`src/rtl/rf_pkg.sv`:
```
// Shared constants and types for the scoreboarded register file.
package rf_pkg;

    localparam int unsigned RF_XLEN  = 32;
    localparam int unsigned RF_NREGS = 32;
    localparam int unsigned RF_NREAD = 2;
    localparam int unsigned RF_AW    = $clog2(RF_NREGS);

    typedef logic [RF_AW-1:0] rf_addr_t;

endpackage

```
`src/rtl/rf_scoreboard.sv`:
```
// Per-register busy bits tracking pending writebacks.
// Priority per register: flush > issue > writeback.
module rf_scoreboard #(
    parameter int unsigned NREGS = 32,
    parameter int unsigned AW    = $clog2(NREGS)
) (
    input  logic             clk,
    input  logic             rst_n,
    input  logic             iss_v,
    input  logic [AW-1:0]    iss_a,
    input  logic             we,
    input  logic [AW-1:0]    wa,
    input  logic             flush,
    output logic [NREGS-1:0] busy
);

    logic [NREGS-1:0] busy_q, busy_d;

    always_comb begin
        busy_d = busy_q;
        for (int r = 0; r < NREGS; r++) begin
            if (flush) begin
                busy_d[r] = 1'b0;
            end else if (iss_v && iss_a == AW'(r) && r != 0) begin
                // A younger producer outranks the writeback of the older one.
                busy_d[r] = 1'b1;
            end else if (we && wa == AW'(r)) begin
                busy_d[r] = 1'b0;
            end
        end
    end

    always_ff @(posedge clk or negedge rst_n) begin
        if (!rst_n) begin
            busy_q <= '0;
        end else begin
            busy_q <= busy_d;
        end
    end

    assign busy = busy_q;

endmodule

```
`src/rtl/regfile_sb.sv`:
```
// Parametrised register file with write-to-read bypass and a busy scoreboard
// so the hazard unit can stall on pending operands.
module regfile_sb
    import rf_pkg::*;
#(
    parameter int unsigned XLEN  = RF_XLEN,
    parameter int unsigned NREGS = RF_NREGS,
    parameter int unsigned NREAD = RF_NREAD,
    parameter int unsigned AW    = $clog2(NREGS)
) (
    input  logic                  clk,
    input  logic                  rst_n,
    input  logic                  we,
    input  logic [AW-1:0]         wa,
    input  logic [XLEN-1:0]       wd,
    input  logic [NREAD*AW-1:0]   ra,
    output logic [NREAD*XLEN-1:0] rd,
    output logic [NREAD-1:0]      rbusy,
    input  logic                  iss_v,
    input  logic [AW-1:0]         iss_a,
    input  logic                  flush
);

    logic [XLEN-1:0]  mem_q [NREGS];
    logic [NREGS-1:0] busy;

    always_ff @(posedge clk or negedge rst_n) begin
        if (!rst_n) begin
            for (int i = 0; i < NREGS; i++) begin
                mem_q[i] <= '0;
            end
        end else if (we && wa != '0) begin
            mem_q[wa] <= wd;
        end
    end

    rf_scoreboard #(
        .NREGS (NREGS),
        .AW    (AW)
    ) u_scoreboard (
        .clk   (clk),
        .rst_n (rst_n),
        .iss_v (iss_v),
        .iss_a (iss_a),
        .we    (we),
        .wa    (wa),
        .flush (flush),
        .busy  (busy)
    );

    for (genvar i = 0; i < NREAD; i++) begin : g_port
        logic [AW-1:0] rai;
        logic          hit;

        assign rai = ra[i*AW +: AW];
        assign hit = we && (wa == rai);

        // Outputs are forced low during reset so the bypass cannot leak wd.
        assign rd[i*XLEN +: XLEN] = (!rst_n || rai == '0) ? '0 :
                                    hit                   ? wd : mem_q[rai];
        assign rbusy[i] = rst_n && busy[rai] && !hit;
    end

endmodule

```
`config.mk`:
```
export PLATFORM = sky130hd
export DESIGN_NAME = regfile_sb
export DESIGN_NICKNAME = d
export VERILOG_FILES = /design/src/rtl/rf_pkg.sv /design/src/rtl/rf_scoreboard.sv /design/src/rtl/regfile_sb.sv
export SDC_FILE = /design/constraint.sdc
export NUM_CORES = 2
export LEC_CHECK = 0
export BUFFER_PORTS_ARGS = -buffer_cell sky130_fd_sc_hd__buf_2
export CORE_ASPECT_RATIO = 0.5
export CORE_MARGIN = 2
export CORE_UTILIZATION = 35
export CTS_CLUSTER_SIZE = 24
export DETAILED_ROUTE_END_ITERATION = 12
export HOLD_SLACK_MARGIN = 0.06
export MAX_ROUTING_LAYER = met4
export PLACE_DENSITY_LB_ADDON = 0.1
export SETUP_SLACK_MARGIN = 0.05
export SYNTH_ARGS = -nofsm -noshare
export SYNTH_HDL_FRONTEND = slang
export SYNTH_SLANG_ARGS = --single-unit
```
`constraint.sdc`:
```
create_clock -name clk -period 3.5 [get_ports clk]
set_input_delay 0.7 -clock clk [delete_from_list [all_inputs] [get_ports clk]]
set_output_delay 0.7 -clock clk [all_outputs]
set_load 0.02 [all_outputs]
```
Yosys cells after proc, flatten, opt, wreduce, memory -nomap -nowiden

Index checks and enable logic that the tools add are counted.

Flip-flop bits (word level): 1056
Input port bits: 57

Magnitude comparators: 6
Eq/ne operators: 64
Multiplexer cells: 112
Bitwise gates (word level): 3
Reductions and logical operators: 112

Operators by type and width:

| kind                                                                          | number |
|---|---|
| 1024-bit bitwise mux                                                          | 1 |
| 32-bit binary-select mux with 5-bit select                                    | 2 |
| 32-bit two-way mux                                                            | 9 |
| 32-bit demux with 5-bit select                                                | 1 |
| 5-bit == test (second input constant)                                         | 32 |
| 1-bit two-way mux                                                             | 97 |
| 3-bit nonzero test                                                            | 31 |
| 5-bit by 4-bit == test with 1-bit output (second input constant)              | 16 |
| 1-bit logical AND                                                             | 71 |
| 5-bit by 3-bit == test with 1-bit output (second input constant)              | 8 |
| 5-bit by 2-bit == test with 1-bit output (second input constant)              | 4 |
| 6-bit greater-or-equal comparator (second input constant)                     | 3 |
| 5-bit NOT with 6-bit output                                                   | 3 |
| 5-bit zero test                                                               | 3 |
| 5-bit by 6-bit less-than comparator with 1-bit output (second input constant) | 2 |
| 1-bit binary-select mux with 5-bit select                                     | 2 |
| 5-bit by 1-bit == test with 1-bit output (second input constant)              | 2 |
| 5-bit == test                                                                 | 2 |
| 6-bit by 1-bit less-than comparator with 1-bit output (second input constant) | 1 |
| 5-bit nonzero test                                                            | 1 |
| 1-bit zero test                                                               | 3 |
| 1-bit logical OR                                                              | 2 |
| 2-bit nonzero test                                                            | 1 |

Logic depth before layout (Yosys ltp)

Depth after elaboration: 6
Gate-level depth with buffers: 10

Modules after synthesis

Synthesis repeated with hierarchy kept, for this count alone.

Cells, all modules: 4029
Area total of the unflattened synthesis: 56932.1 um^2

By module, submodules not included:

| module        | instances | cells an instance | area each (um^2) | sequential area each (um^2) |
|---|---|---|---|---|
| regfile_sb    | 1         | 3866              | 55393.1          | 25624.6 |
| rf_scoreboard | 1         | 163               | 1539.0           | 775.7 |

Worst setup path before layout

No wires, ideal clock.

Kind: in2out
Start point: input ra[6]
End point: output rd[62]
Arrival time: 2563 ps
Setup slack: 237 ps
Stages on the path: 8
Buffers on the path: 3
Path through: clkbuf_1 > buf_2 > buf_1 > mux4_2 > nand2_1 > o21ai_0 > nor4bb_1 > nor4b_1

Longest elaborated chain between the ends: 6
Elaborated cells between the ends (all ways): 10
Those cells by class: 1 x eq/ne; 5 x mux; 1 x bitwise; 3 x reduce/logical

RTL lines:

| what                                                   | RTL line         | source |
|---|---|---|
| from (decl)                                            | regfile_sb.sv:16 | `input logic [NREAD*AW-1:0] ra,` |
| 5-bit NOT with 6-bit output (implied by the code)      | regfile_sb.sv:60 | `hit ? wd : mem_q[rai];` |
| 32-bit binary-select mux with 5-bit select             | regfile_sb.sv:60 |  |
| 32-bit two-way mux (implied by the code) (2 in series) | regfile_sb.sv:60 |  |
| 32-bit two-way mux                                     | regfile_sb.sv:60 |  |
| 32-bit two-way mux (*)                                 | regfile_sb.sv:59 | `assign rd[i*XLEN +: XLEN] = (!rst_n \|\| rai == '0) ? '0 :` |
| to (decl)                                              | regfile_sb.sv:17 | `output logic [NREAD*XLEN-1:0] rd,` |

Mark *: on every way between the ends. The rest lies on a longest branch, timed or not. The select of a mux whose other input is x is not followed.

Worst setup path after layout

Start point: input ra[5]
End point: output rd[39]

The elaborated chain is that of the path after synthesis.

==> impl_metrics.toml <==
[run_status]
result_of_the_run = "finished, violations left"
violated_checks = "setup timing"

[setup_path]
worst-setup-path-type = "in2out"
crit_path_max_fanout = 7
kind_of_start_point_of_the_critical_path = "input port"
cp_data_arrival_time_ns = 2.80
worstSetupEndpointType = "output pin"
worstPathRequired_ns = 2.80

[pwr]
powerDensity_nw_per_um2 = 539.3
p_leak_nw = 28.94
ir_drop_mv = 0.4250
total_power_mw = 36.46

[routing]
postRouteAntennaNets = 0
route.final.wire_length_um = 206500
wl_per_cell_um = 33.61
initialDrtViolationCount = 3072
detailedRoute.firstPassIterationCount = 7
drc_errors = 0
routed_via_density = 5.985
route.vias.total = 36780

[synthesis]
netlist_area_um2 = 56320
async_s_r_ff_share_synth_pct = 100.0
synth.ff_latch_count = 1055
synth_seq_area_share_pct = 46.88
synth-edff-count = 0
ys_warn_count = 0
synth_cell_types = 38
ys_dominant_reg_cell = "sky130_fd_sc_hd__dfrtp_1"
netlist_instances = 3661
post_syn_area_per_cell_um2 = 15.38
syn-num-nets = 3718

[clocking]
cts_buffer_depth = 3
cts_sinks = 1055
cts_tree = "built"
worst_setup_hold_path_clk_slew_ns = 0.06
tritoncts.num_buffers = 108
cts.htree.levels = 3
clock_latency_ns = 0.70
cts-root-buf = "sky130_fd_sc_hd__clkbuf_16"

[sta]
timing.final.setup_violations = 1
max_freq_mhz = 285.4
grt_setup_unrepaired = "true"
final-max-slew-violation-count = 0
finalWorstPathRequiredPeriod_ns = 3.504
final_hold_viol_count = 0
slew_headroom_pct = 23.79
min_period_over_period_pct = 100.1
tightestPinTransition_ns = 1.143
skew_ns = 0
final.setup.worst_slack_ns = -0.004212

[global_routing]
wire_length_of_the_first_global_routing_pass_um = 292900
gr-usage-all-layers_pct = 25.69
largest_net_degree_at_the_start_of_global_routing = 173
grt_pass1_vias = 38010
antenna_found_initial = 6
grt.overflow.total = 0

[finish]
layout_commonest_cell = "sky130_fd_sc_hd__dfrtp_1"
fillers = 14520
final_nets = 3938
highest_count_cells_in_the_layout_ignoring_fill_and_taps = "1,055 x sky130_fd_sc_hd__dfrtp_1, 968 x sky130_fd_sc_hd__mux2_2, 559 x sky130_fd_sc_hd__mux4_2, 281 x sky130_fd_sc_hd__buf_4, 125 x sky130_fd_sc_hd__clkbuf_16"
drive_above_1_share_pct = 59.26
area.growth.synth_to_final_pct = 20.03
fin_cells = 6146
post-route-util_pct = 42.17

[floorplanning]
design.portCount = 123
core_region_area_um2 = 160300
row_count = 104
die_width_um = 571.3
initial_core_utilization_pct = 35.13
die-area_um2 = 164300
die-height_um = 287.6

[placed_design]
dp.cells = 5826
detailed_place_hpwl_um = 122900
port_buffers = 122
gpl.final_weighted_congestion = 0.8217

[flow_run]
max_cap_violations = 0

[hold_path]
min_path_type = "in2async"
where the power goes:
| part | internal (mW) | leakage (nW) | switching [mW] |
|---|---|---|---|
| Sequential | 14.4 | 13.6 | 1.63 |
| Clock | 6.98 | 1.84 | 5.47 |
| Combinational | 4.81 | 13.5 | 3.12 |
metal layers:
| layer | up-vias | part of all wire (%) | global-route usage, % |
|---|---|---|---|
| met5 | - | 0 | - |
| met4 | 0 | 2.5 | 6.043 |
| met1 | 20600 | 47 | 36.98 |
| met2 | 1079 | 45 | 38.59 |
| met3 | 305 | 5.1 | 3.368 |
| li1 | 14800 | - | - |
cell type report:
cell class	count	area [um2]	area share, %
antenna	1	2.502	0.003702
clock buffer	151	3146	4.653
clock inverter	50	594.3	0.8792
multi-input combinational	2167	28640	42.36
sequential	1055	26400	39.06
tap	2173	2719	4.022
timing repair buffer	549	6101	9.025
kinds of logic (layout without fill, tap and decap cells):
logic type	count (synthesis)	in the layout	share of synthesized area, %
mux	1626	1626	43.52
simple gates	216	216	1.822
compound gates	315	315	4.319
flops	1055	1055	46.88
buf+inv	439	750	3.304
xor+xnor	10	10	0.1555
other cells	0	1	0
per-stage QoR:
| step | hold slack [ns] | TNS, ns | instance area, um2 | setup slack [ns] |
|---|---|---|---|---|
| finish | 0.1099 | -0.004212 | 67600 | -0.004212 |
| global route | 0.1612 | -0.1417 | 67590 | -0.03182 |
| CTS | 0.1051 | -0.2723 | 66490 | -0.04925 |
| detailed placement | 0.3820 | -3.626 | 61880 | -0.2939 |
| global placement | 0.3778 | -3.362 | 61880 | -0.2159 |
| floorplan | 0.4044 | 0 | 56320 | 0.2369 |
path summary, 6_finish.rpt:
path	from	endpoint	slack (ns)	cells past startpoint
setup / recovery	ra[5]	rd[39]	-0.004	10
hold / removal	rst_n	mem_q[866]$_DFFE_PN0P_	0.11	2
setup reg to reg	mem_q[767]$_DFFE_PN0P_	mem_q[767]$_DFFE_PN0P_	2.58	2
hold reg to reg	mem_q[1000]$_DFFE_PN0P_	mem_q[1000]$_DFFE_PN0P_	0.39	0
max in group asynchronous	rst_n	mem_q[861]$_DFFE_PN0P_	1.77	3
min in group clk	wd[7]	mem_q[903]$_DFFE_PN0P_	0.33	2
sequential cells by signal, summed over array words and instances (netlist names):
name and cells:
mem_q 1024, u_scoreboard.busy 31
repair_timing:
action / 4_1_cts / 5_1_grt
pin swaps: 15 / 29
buffers inserted: 48 / 50
endpoints found under the setup margin: 47 / 61
hold buffers: 1 / 0
endpoints found under the hold margin: 14 / 0
gates cloned: 5 / 16
gates resized for setup: 57 / 68
critical path: stages:
cell,delay (ns)
sky130_fd_sc_hd__buf_16,0.15
sky130_fd_sc_hd__buf_12,0.13
sky130_fd_sc_hd__clkbuf_16,0.15
sky130_fd_sc_hd__buf_6,0.12
sky130_fd_sc_hd__mux4_2,0.50
sky130_fd_sc_hd__mux4_2,0.46
sky130_fd_sc_hd__mux2i_1,0.16
sky130_fd_sc_hd__a211oi_1,0.09
sky130_fd_sc_hd__buf_4,0.18
sky130_fd_sc_hd__buf_6,0.13
cells in the mapped netlist, drive strengths merged, types with 2 or more instances:
| master | instances | area share, % |
|---|---|---|
| dfrtp | 1055 | 47 |
| mux2 | 993 | 20 |
| mux4 | 559 | 22 |
| clkbuf | 235 | 1.6 |
| buf | 204 | 1.7 |
| a211oi | 86 | 1.1 |
| a22oi | 79 | 1.1 |
| mux2i | 74 | 1.3 |
| nor2 | 71 | 0.47 |
| a221o | 63 | 1.1 |
| nand2 | 55 | 0.37 |
| nor2b | 45 | 0.50 |
| a21oi | 36 | 0.32 |
| a22o | 31 | 0.48 |
| o21ai | 17 | 0.15 |
| nand3 | 11 | 0.098 |
| nand2b | 10 | 0.11 |
| xor2 | 8 | 0.12 |
| nor3 | 7 | 0.062 |
| nor4 | 3 | 0.033 |
| and2 | 2 | 0.022 |
| nand4 | 2 | 0.022 |
| nor3b | 2 | 0.027 |
| or2 | 2 | 0.022 |
| or3 | 2 | 0.022 |
| xnor2 | 2 | 0.031 |
Note: power is estimated with default switching activity, not from simulation.
